[src/rtl/task_mon_pkg.sv]
// Shared types for the task config/protocol monitor.
// Latency: n/a (types only).
// Backpressure: n/a.
package task_mon_pkg;

  typedef enum logic {
    MON_IDLE = 1'b0,
    MON_RUN  = 1'b1
  } mon_state_t;

  typedef struct packed {
    logic cfg_err;
    logic proto_err;
    logic timeout;
  } mon_err_t;

  localparam int MON_ERR_W = $bits(mon_err_t);

endpackage

[src/rtl/task_ch_monitor.sv]
// One task channel: start/busy/irq protocol FSM, RUN timer, masked cfg compare, done counter, sticky errors.
// Latency: sticky errors and done count update one cycle after the sampled input cycle.
// Backpressure: none; passive observer, never stalls the task it watches.
//
// Ports:
//   clk, reset          clock, async active-low reset
//   start_i/busy_i/irq_i task handshake of this channel
//   cfg_i, exp_cfg_i    live and expected config, compared under CFG_MASK at start
//   timeout_i           max RUN cycles, 0 disables
//   clr_i               clears this channel's sticky errors
//   err_o               sticky error bits
//   err_set_o           errors raised by the current input cycle (combinational, for rise detection)
//   done_cnt_o          saturating completed-task count
module task_ch_monitor
  import task_mon_pkg::*;
#(
  parameter int              CFG_W    = 64,
  parameter logic [CFG_W-1:0] CFG_MASK = '1,
  parameter int              TO_W     = 16,
  parameter int              CNT_W    = 8
) (
  input  logic             clk,
  input  logic             reset,
  input  logic             start_i,
  input  logic             busy_i,
  input  logic             irq_i,
  input  logic [CFG_W-1:0] cfg_i,
  input  logic [CFG_W-1:0] exp_cfg_i,
  input  logic [TO_W-1:0]  timeout_i,
  input  logic             clr_i,
  output mon_err_t         err_o,
  output mon_err_t         err_set_o,
  output logic [CNT_W-1:0] done_cnt_o
);

  mon_state_t       state_q, state_d;
  logic [TO_W-1:0]  timer_q, timer_d;
  logic [CNT_W-1:0] done_q, done_d;
  mon_err_t         err_q, err_set;

  logic             cfg_mismatch;
  logic             to_hit;
  logic [TO_W-1:0]  timer_inc;
  logic [CNT_W-1:0] done_inc;

  assign cfg_mismatch = |((cfg_i ^ exp_cfg_i) & CFG_MASK);
  // Last permitted RUN cycle: timer counts 0..timeout_i-1.
  assign to_hit       = (timeout_i != '0) && (timer_q == (timeout_i - TO_W'(1)));
  // Both saturate; with a nonzero timeout the timer never gets near the top.
  assign timer_inc    = (&timer_q) ? timer_q : timer_q + TO_W'(1);
  assign done_inc     = (&done_q)  ? done_q  : done_q + CNT_W'(1);

  always_comb begin
    state_d = state_q;
    timer_d = timer_q;
    done_d  = done_q;
    err_set = '0;
    if (state_q == MON_IDLE) begin
      if (irq_i) begin
        err_set.proto_err = 1'b1;
      end
      if (start_i) begin
        err_set.cfg_err = cfg_mismatch;
        state_d         = MON_RUN;
        timer_d         = '0;
      end
    end else begin
      if (start_i) begin
        // Restart: with irq it is a legal back-to-back task, without it the old task was abandoned.
        err_set.cfg_err = cfg_mismatch;
        timer_d         = '0;
        if (irq_i) begin
          done_d = done_inc;
        end else begin
          err_set.proto_err = 1'b1;
        end
      end else if (irq_i) begin
        done_d  = done_inc;
        state_d = MON_IDLE;
      end else begin
        // timer == 0 is the cycle right after start, where busy may still be rising.
        if ((timer_q != '0) && !busy_i) begin
          err_set.proto_err = 1'b1;
        end
        if (to_hit) begin
          err_set.timeout = 1'b1;
          state_d         = MON_IDLE;
        end else begin
          timer_d = timer_inc;
        end
      end
    end
  end

  always_ff @(posedge clk or negedge reset) begin
    if (!reset) begin
      state_q <= MON_IDLE;
      timer_q <= '0;
      done_q  <= '0;
      err_q   <= '0;
    end else begin
      state_q <= state_d;
      timer_q <= timer_d;
      done_q  <= done_d;
      // A new error in the same cycle as a clear wins.
      err_q   <= mon_err_t'(err_set | (err_q & ~{MON_ERR_W{clr_i}}));
    end
  end

  assign err_o      = err_q;
  assign err_set_o  = err_set;
  assign done_cnt_o = done_q;

endmodule

[src/rtl/task_cfg_monitor.sv]
// N-channel task monitor: per-channel cfg/protocol/timeout checks, summary irq and first-error record.
// Latency: errors, err_irq_o and first-error record appear one cycle after the offending input cycle.
// Backpressure: none; purely observes the register block and task handshakes.
//
// Ports:
//   clk, reset              clock, async active-low reset
//   start_i/busy_i/irq_i    per-channel task handshake
//   cfg_i, exp_cfg_i        per-channel live/expected config, channel c at [c*CFG_W +: CFG_W]
//   timeout_i               max RUN cycles per task, 0 disables
//   clr_i                   per-channel sticky error clear
//   cfg_err_o/proto_err_o/timeout_o  per-channel sticky errors
//   done_cnt_o              per-channel saturating done counts, channel c at [c*CNT_W +: CNT_W]
//   err_valid_o, err_ch_o   first-error record
//   err_irq_o               pulse when any sticky bit rises
module task_cfg_monitor
  import task_mon_pkg::*;
#(
  parameter int               N_CH     = 3,
  parameter int               CFG_W    = 64,
  parameter logic [CFG_W-1:0] CFG_MASK = '1,
  parameter int               TO_W     = 16,
  parameter int               CNT_W    = 8,
  localparam int              CH_W     = (N_CH > 1) ? $clog2(N_CH) : 1
) (
  input  logic                  clk,
  input  logic                  reset,
  input  logic [N_CH-1:0]       start_i,
  input  logic [N_CH-1:0]       busy_i,
  input  logic [N_CH-1:0]       irq_i,
  input  logic [N_CH*CFG_W-1:0] cfg_i,
  input  logic [N_CH*CFG_W-1:0] exp_cfg_i,
  input  logic [TO_W-1:0]       timeout_i,
  input  logic [N_CH-1:0]       clr_i,
  output logic [N_CH-1:0]       cfg_err_o,
  output logic [N_CH-1:0]       proto_err_o,
  output logic [N_CH-1:0]       timeout_o,
  output logic [N_CH*CNT_W-1:0] done_cnt_o,
  output logic                  err_valid_o,
  output logic [CH_W-1:0]       err_ch_o,
  output logic                  err_irq_o
);

  mon_err_t ch_err [N_CH];
  mon_err_t ch_set [N_CH];

  for (genvar c = 0; c < N_CH; c++) begin : g_ch
    task_ch_monitor #(
      .CFG_W    (CFG_W),
      .CFG_MASK (CFG_MASK),
      .TO_W     (TO_W),
      .CNT_W    (CNT_W)
    ) u_ch (
      .clk        (clk),
      .reset      (reset),
      .start_i    (start_i[c]),
      .busy_i     (busy_i[c]),
      .irq_i      (irq_i[c]),
      .cfg_i      (cfg_i[c*CFG_W +: CFG_W]),
      .exp_cfg_i  (exp_cfg_i[c*CFG_W +: CFG_W]),
      .timeout_i  (timeout_i),
      .clr_i      (clr_i[c]),
      .err_o      (ch_err[c]),
      .err_set_o  (ch_set[c]),
      .done_cnt_o (done_cnt_o[c*CNT_W +: CNT_W])
    );

    assign cfg_err_o[c]   = ch_err[c].cfg_err;
    assign proto_err_o[c] = ch_err[c].proto_err;
    assign timeout_o[c]   = ch_err[c].timeout;
  end

  logic            any_rise;
  logic [N_CH-1:0] ch_hit;
  logic [CH_W-1:0] first_ch;
  logic            any_sticky;
  logic            rec_free;

  always_comb begin
    any_rise = 1'b0;
    ch_hit   = '0;
    first_ch = '0;
    for (int c = 0; c < N_CH; c++) begin
      // Only bits currently at 0 count as a rise; re-setting a 1 is silent.
      any_rise  = any_rise | (|(ch_set[c] & ~ch_err[c]));
      ch_hit[c] = |ch_set[c];
    end
    // Descending scan so the lowest channel is the last to write.
    for (int c = N_CH - 1; c >= 0; c--) begin
      if (ch_hit[c]) begin
        first_ch = CH_W'(c);
      end
    end
  end

  assign any_sticky = |{cfg_err_o, proto_err_o, timeout_o};
  // A record whose errors are all cleared is retired this cycle, so a new error here may claim it.
  assign rec_free   = !err_valid_o || !any_sticky;

  always_ff @(posedge clk or negedge reset) begin
    if (!reset) begin
      err_valid_o <= 1'b0;
      err_ch_o    <= '0;
      err_irq_o   <= 1'b0;
    end else begin
      err_irq_o <= any_rise;
      if (rec_free && (|ch_hit)) begin
        err_valid_o <= 1'b1;
        err_ch_o    <= first_ch;
      end else if (!any_sticky) begin
        err_valid_o <= 1'b0;
        err_ch_o    <= '0;
      end
    end
  end

endmodule

[config.mk]
export PLATFORM = sky130hd
export DESIGN_NAME = task_cfg_monitor
export DESIGN_NICKNAME = d
export VERILOG_FILES = /design/src/rtl/task_mon_pkg.sv /design/src/rtl/task_ch_monitor.sv /design/src/rtl/task_cfg_monitor.sv
export SDC_FILE = /design/constraint.sdc
export NUM_CORES = 1
export LEC_CHECK = 0
export BUFFER_PORTS_ARGS = -buffer_cell sky130_fd_sc_hd__buf_2
export CORE_AREA = 2 2 178 180
export DETAILED_ROUTE_END_ITERATION = 10
export DIE_AREA = 0 0 180 182
export PLACE_DENSITY = 0.51
export SKIP_CTS_REPAIR_TIMING = 1
export SLEW_MARGIN = 5
export SYNTH_ARGS = -nofsm -noshare
export SYNTH_HDL_FRONTEND = slang
export SYNTH_SLANG_ARGS = --single-unit
export TNS_END_PERCENT = 10
[constraint.sdc]
create_clock -name clk -period 3 [get_ports clk]
set_input_delay 0.15 -clock clk [delete_from_list [all_inputs] [get_ports clk]]
set_output_delay 0.15 -clock clk [all_outputs]
set_load 0.02 [all_outputs]
# After elaboration in Yosys (flattened, before gate mapping)
# Cells that the tools add are included.
# Widths: inputs -> output; s select.
[classes] addsub=7 n_eq_ne=13 mux=70 bitwise=23 n_reduce_logical=43
[ops] cell="$mux 16" n=18
[ops] cell="$reduce_or 64->1" n=3
[ops] cell="$xor 64x64->64" n=3
[ops] cell="$reduce_bool 16->1" n=4
[ops] cell="$add 16x1->16 const B" n=3
[ops] cell="$eq 16x16->1" n=3
[ops] cell="$reduce_and 16->1" n=3
[ops] cell="$mux 1" n=44
[ops] cell="$add 8x1->8 const B" n=3
[ops] cell="$reduce_and 8->1" n=3
[ops] cell="$and 3x3->3" n=6
[ops] cell="$ne 2x2->1 const B" n=9
[ops] cell="$not 3->3" n=6
[ops] cell="$reduce_or 3->1" n=6
[ops] cell="$reduce_or 9->1" n=2
[ops] cell="$mux 2" n=8
[ops] cell="$sub 16x1->16 const B" n=1
[ops] cell="$reduce_and 4->1" n=3
[ops] cell="$or 3x3->3" n=3
[ops] cell="$reduce_and 3->1" n=3
[ops] cell="$logic_and 1x1->1" n=7
[ops] cell="$reduce_bool 2->1" n=3
[ops] cell="$logic_not 1->1" n=5
[ops] cell="$not 1->1" n=3
[ops] cell="3 further kinds" n=4
[word_totals] ff_bits=88 inputBits=414 word_cells=177

# Depth between registers and ports, before layout
[depth] word_depth=12 ltp_mapped=16 ltp_nobuf=10

# Cells and area by module
# A second synthesis with hierarchy kept.
[unflattened] hier_cells=1136 hier_area_um2=9465.3
[by_module_without_submodules] mod="task_ch_monitor (g_ch[0].u_ch)" n_inst=1 cells_per_inst=376 area_each_um2=3106.7 seq_area_each_um2=700.7
[by_module_without_submodules] mod="task_ch_monitor (g_ch[1].u_ch)" n_inst=1 cells_per_inst=362 area_each_um2=3040.4 seq_area_each_um2=700.7
[by_module_without_submodules] mod="task_ch_monitor (g_ch[2].u_ch)" n_inst=1 cells_per_inst=365 area_each_um2=3036.7 seq_area_each_um2=700.7
[by_module_without_submodules] mod="task_cfg_monitor" n_inst=1 cells_per_inst=33 area_each_um2=281.5 seq_area_each_um2=100.1

# Worst setup path before layout
# OpenSTA, ideal clock, no wires.
[synth_path] kind="input to register" from="input timeout_i[0]" to="register err_ch_o[0]" setup_ns=0.136 t_arrival_ns=3.193 path_slack_ns=-0.329 path_stages=14 cell_sequence="buf_2 -> inv_1 -> ha_1 -> buf_6 -> or3b_1 -> buf_6 -> or4_4 -> buf_6 -> xnor2_2 -> nand4_1 -> or4_4 -> or4_4 -> a41oi_1 -> o32ai_1"
[synth_between] elab_chain_cells=11
[synth_lines] element="start: declaration" line_no="task_cfg_monitor.sv:32" source="input logic [TO_W-1:0] timeout_i,"
[synth_lines] element="$sub 16x1->16" line_no="task_ch_monitor.sv:48" source="assign to_hit = (timeout_i != '0) && (timer_q == (timeout_i - TO_W'(1)));"
[synth_lines] element="$eq 16x16->1" line_no="task_ch_monitor.sv:48"
[synth_lines] element="$logic_and 1x1->1" line_no="task_ch_monitor.sv:48"
[synth_lines] element="$mux 1" line_no="task_ch_monitor.sv:85" source="if (to_hit) begin"
[synth_lines] element="$mux 2" line_no="task_ch_monitor.sv:77" source="end else if (irq_i) begin"
[synth_lines] element="$mux 1" line_no="task_ch_monitor.sv:68" source="if (start_i) begin"
[synth_lines] element="$mux 1" line_no="task_ch_monitor.sv:58" source="if (state_q == MON_IDLE) begin"
[synth_lines] element="$reduce_or 3->1" line_no="task_cfg_monitor.sv:85" source="ch_hit[c] = |ch_set[c];"
[synth_lines] element="$mux 2 (2 in series)" line_no="task_cfg_monitor.sv:89" source="if (ch_hit[c]) begin"
[synth_lines] element="$mux 2" line_no="task_cfg_monitor.sv:106" source="if (rec_free && (|ch_hit)) begin"
[synth_lines] element="end signal: assignment" line_no="task_cfg_monitor.sv:108" source="err_ch_o <= first_ch;"
[synth_lines] element="end: declaration" line_no="task_cfg_monitor.sv:39" source="output logic [CH_W-1:0] err_ch_o,"
# Several ways; a longest one is shown, not always the timed one.
# A chain may end at the register's enable or synchronous reset.

# Worst setup path after layout
[layout_path] from="input timeout_i[1]" to="register err_ch_o[1]"
[layout_between] elab_chain_cells=12
[layout_lines] element="$sub 16x1->16" line_no="task_ch_monitor.sv:48"
[layout_lines] element="$eq 16x16->1" line_no="task_ch_monitor.sv:48"
[layout_lines] element="$logic_and 1x1->1" line_no="task_ch_monitor.sv:48"
[layout_lines] element="$mux 1" line_no="task_ch_monitor.sv:85"
[layout_lines] element="$mux 2" line_no="task_ch_monitor.sv:77"
[layout_lines] element="$mux 1" line_no="task_ch_monitor.sv:68"
[layout_lines] element="$mux 1" line_no="task_ch_monitor.sv:58"
[layout_lines] element="$reduce_or 3->1" line_no="task_cfg_monitor.sv:85"
[layout_lines] element="$mux 2 (3 in series)" line_no="task_cfg_monitor.sv:89"
[layout_lines] element="$mux 2" line_no="task_cfg_monitor.sv:106"
# Several ways; a longest one is shown, not always the timed one.

==> results.sh <==
export IMPL_status="complete, no violations"
export IMPL_p_leak_nw=5.195
export IMPL_ff2ff_setup_slack_ns=0.23
export IMPL_post_drt_wl_per_cell_microns=21.20
export IMPL_hold_path_depth=2
export IMPL_finalPower_mw=4.374
export IMPL_synth_top_cell_by_area="dfrtp_1"
export IMPL_via_per_inst=5.036
export IMPL_tightest_slew_ns=0.6759
export IMPL_start_kind="input port"
export IMPL_clock_latency_ns=0.36
export IMPL_antenna_found_initial=33
export IMPL_grt_overflow_total=0
export IMPL_synth_seq_area_share_pct=25.56
export IMPL_ff2ff_path_depth=9
export IMPL_relSlewSlack_pct=54.94
export IMPL_ys_ff_latch=88
export IMPL_ios=451
export IMPL_fin_worst_skew_ns=0.01179
export IMPL_period_needed_ns=2.851
export IMPL_critPathRequiredTime_ns=3.27
export IMPL_cp_arrival_ns=3.12
export IMPL_area_delta_synth_final_pct=40.85
export IMPL_synth_area_top_cells="dfrtp_1 26%, xnor2_1 25%, nand4_1 5.4%"
export IMPL_rows=65
export IMPL_numPortBuffers=450
export IMPL_rsz0062_at_grt="no"
export IMPL_p_per_area_nw_per_um2=360.4
export IMPL_syn_nets=1436
export IMPL_die_area_sq_um=32760
export IMPL_drt_first_pass_iters=5
export IMPL_cts_buffers=9
export IMPL_netlist_area_sq_um=8616
export IMPL_gp_congestion=0.9543
export IMPL_drtIter0Drc=626
export IMPL_synthArstFlopShare_pct=100.0
export IMPL_final_cell_mix="449 x buf_2, 243 x xnor2_1, 88 x dfrtp_1, 75 x nand4_1, 74 x buf_4"
export IMPL_die_h_microns=182
export IMPL_track_usage_pct=24.01
export IMPL_critPathKind="input port to flop"
export IMPL_final_max_slew_viol_count=0
export IMPL_grt_pass1_vias=9425
export IMPL_synth_flop_cell="dfrtp_1"
export IMPL_grt_max_degree=48
export IMPL_synth_edf_count=0
export IMPL_drive_gt1_share_pct=38.28
export IMPL_netlist_area_leader_share_pct=25.56
export IMPL_finalWirelength_mm=40.70
export IMPL_h_tree_depth=3
export IMPL_hold_viol=0
export IMPL_cts_sinks=88
export IMPL_initial_core_util_pct=27.81
export IMPL_clockRootBuffer="clkbuf_16"
export IMPL_grt_pass1_wl_mm=59.50
export IMPL_crit_fanout=5
export IMPL_cts_buffer_depth=2
export IMPL_hold_path_endpoint="g_ch[0].u_ch.err_o[2]"
export IMPL_stdcell_count=1920
export IMPL_final_common_cell="buf_2"
export IMPL_hpwl_mm=35.11
export IMPL_place_inst=1882
export IMPL_syn_mean_instance_area_sq_um=8.522
export IMPL_via_count=9670
export IMPL_yosys_warnings=0
export IMPL_setup_violations=0
export IMPL_drc_errors=0
export IMPL_clk_pin_slew_ns=0.07
export IMPL_core_area_sq_um=30990
export IMPL_die_w_microns=180
export IMPL_timing_final_crit_share_pct=95.04
export IMPL_drv_cap=0
export IMPL_postRouteAntennaNets=0
export IMPL_fmax_mhz=350.7
export IMPL_utilization_pct=39.16
export IMPL_synth_distinct_cells=77
export IMPL_vdd_drop_max_v=0.0002679
export IMPL_syn_inst=1011
export IMPL_r2r_end="g_ch[1].u_ch.timer_q[7]"
export IMPL_holdWs_ns=0.01467
export IMPL_hp_class="input port to flop"
export IMPL_worstSetupEndpointType="flop"
export IMPL_min_delay_start="clr_i[0]"
export IMPL_nets=1917
export IMPL_cts_tree="built"
export IMPL_r2r_start="g_ch[1].u_ch.timer_q[4]"
==> state kept, by name (all words and copies together), names as in the netlist <==
register,cells
g_ch.u_ch.done_cnt_o,24
err_ch_o,2
err_valid_o,1
g_ch.u_ch.state_q,3
g_ch.u_ch.err_o,9
err_irq_o,1
g_ch.u_ch.timer_q,48
==> final cells by class <==
type	count	area [sq um]
inverters	36	140.1
diodes	21	52.55
multi-input cells	831	6036
flip-flops and latches	88	2202
clock inverters	7	123.9
clock buffers	9	225.2
fillers	3265	18850
well taps	402	503.0
repair buffers	526	2853
==> critical path: stages <==
cell and delay, ns:
buf_2 0.11, inv_1 0.11, ha_4 0.14, or3b_1 0.39
or4_4 0.55, xnor2_2 0.14, nand4_1 0.09, or4_4 0.55
or4_4 0.60, and2_4 0.16, o22ai_1 0.14
==> kinds of logic (layout without fill, tap and decap cells) <==
group	count (synthesis)	in the layout	share of synthesized area, %
compound gates	168	168	12.88
other cells	0	21	0
buf+inv	92	578	4.618
fa+ha+maj	12	12	1.714
simple gates	370	370	25.24
flops	88	88	25.56
mux	9	9	1.133
xor+xnor	272	272	28.86
==> where the power goes <==
group / internal (mW) / leakage (nW) / switching, mW
Combinational: 0.722 / 3.87 / 0.782
Sequential: 1.32 / 1.16 / 0.188
Clock: 0.824 / 0.167 / 0.534
Total: 2.87 / 5.19 / 1.50
==> synthesized netlist by cell type, drive strengths merged, types with 13 or more instances <==
| cell | instances |
|---|---|
| xnor2 | 244 |
| dfrtp | 88 |
| nand4 | 75 |
| nand2 | 49 |
| o21ai | 43 |
| a21oi | 42 |
| clkbuf | 40 |
| nand3 | 38 |
| inv | 36 |
| nor2 | 35 |
| nor4 | 30 |
| or4 | 25 |
| nor3 | 21 |
| xor2 | 21 |
| o31ai | 20 |
| or3 | 20 |
| buf | 16 |
| nor2b | 16 |
| and3 | 13 |
| nand2b | 13 |
==> per-stage QoR <==
step	TNS, ns	setup WS, ns	instance area, sq um
after detailed placement	-3.055	-0.2080	11720
after global placement	-2.003	-0.1662	11720
after CTS	0	0.1439	12070
after floorplan	-4.120	-0.2782	8657
after global routing	0	0.04558	12110
final	0	0.1488	12140
==> metal layers <==
layer | GRT usage, % | vias to the layer above | share of wire [%]
met3 | 8.123 | 54 | 9.2
li1 | - | 4661 | -
met1 | 31.12 | 4574 | 43
met4 | 5.106 | 26 | 1.5
met2 | 38.76 | 355 | 46
met5 | 0 | - | 0.40
==> worst max path at each step <==
stage / from / endpoint / slack, ns / cells after the start
2_1_floorplan: timeout_i[0] / err_ch_o[1] / -0.28 / 14
3_3_place_gp: timeout_i[1] / err_ch_o[1] / -0.17 / 11
3_5_place_dp: timeout_i[1] / err_ch_o[1] / -0.21 / 11
4_1_cts: timeout_i[1] / err_ch_o[1] / 0.14 / 11
5_1_grt: timeout_i[1] / err_ch_o[1] / 0.05 / 12
6_report: timeout_i[1] / err_ch_o[1] / 0.15 / 11
Power figures use the tool's default switching activity.
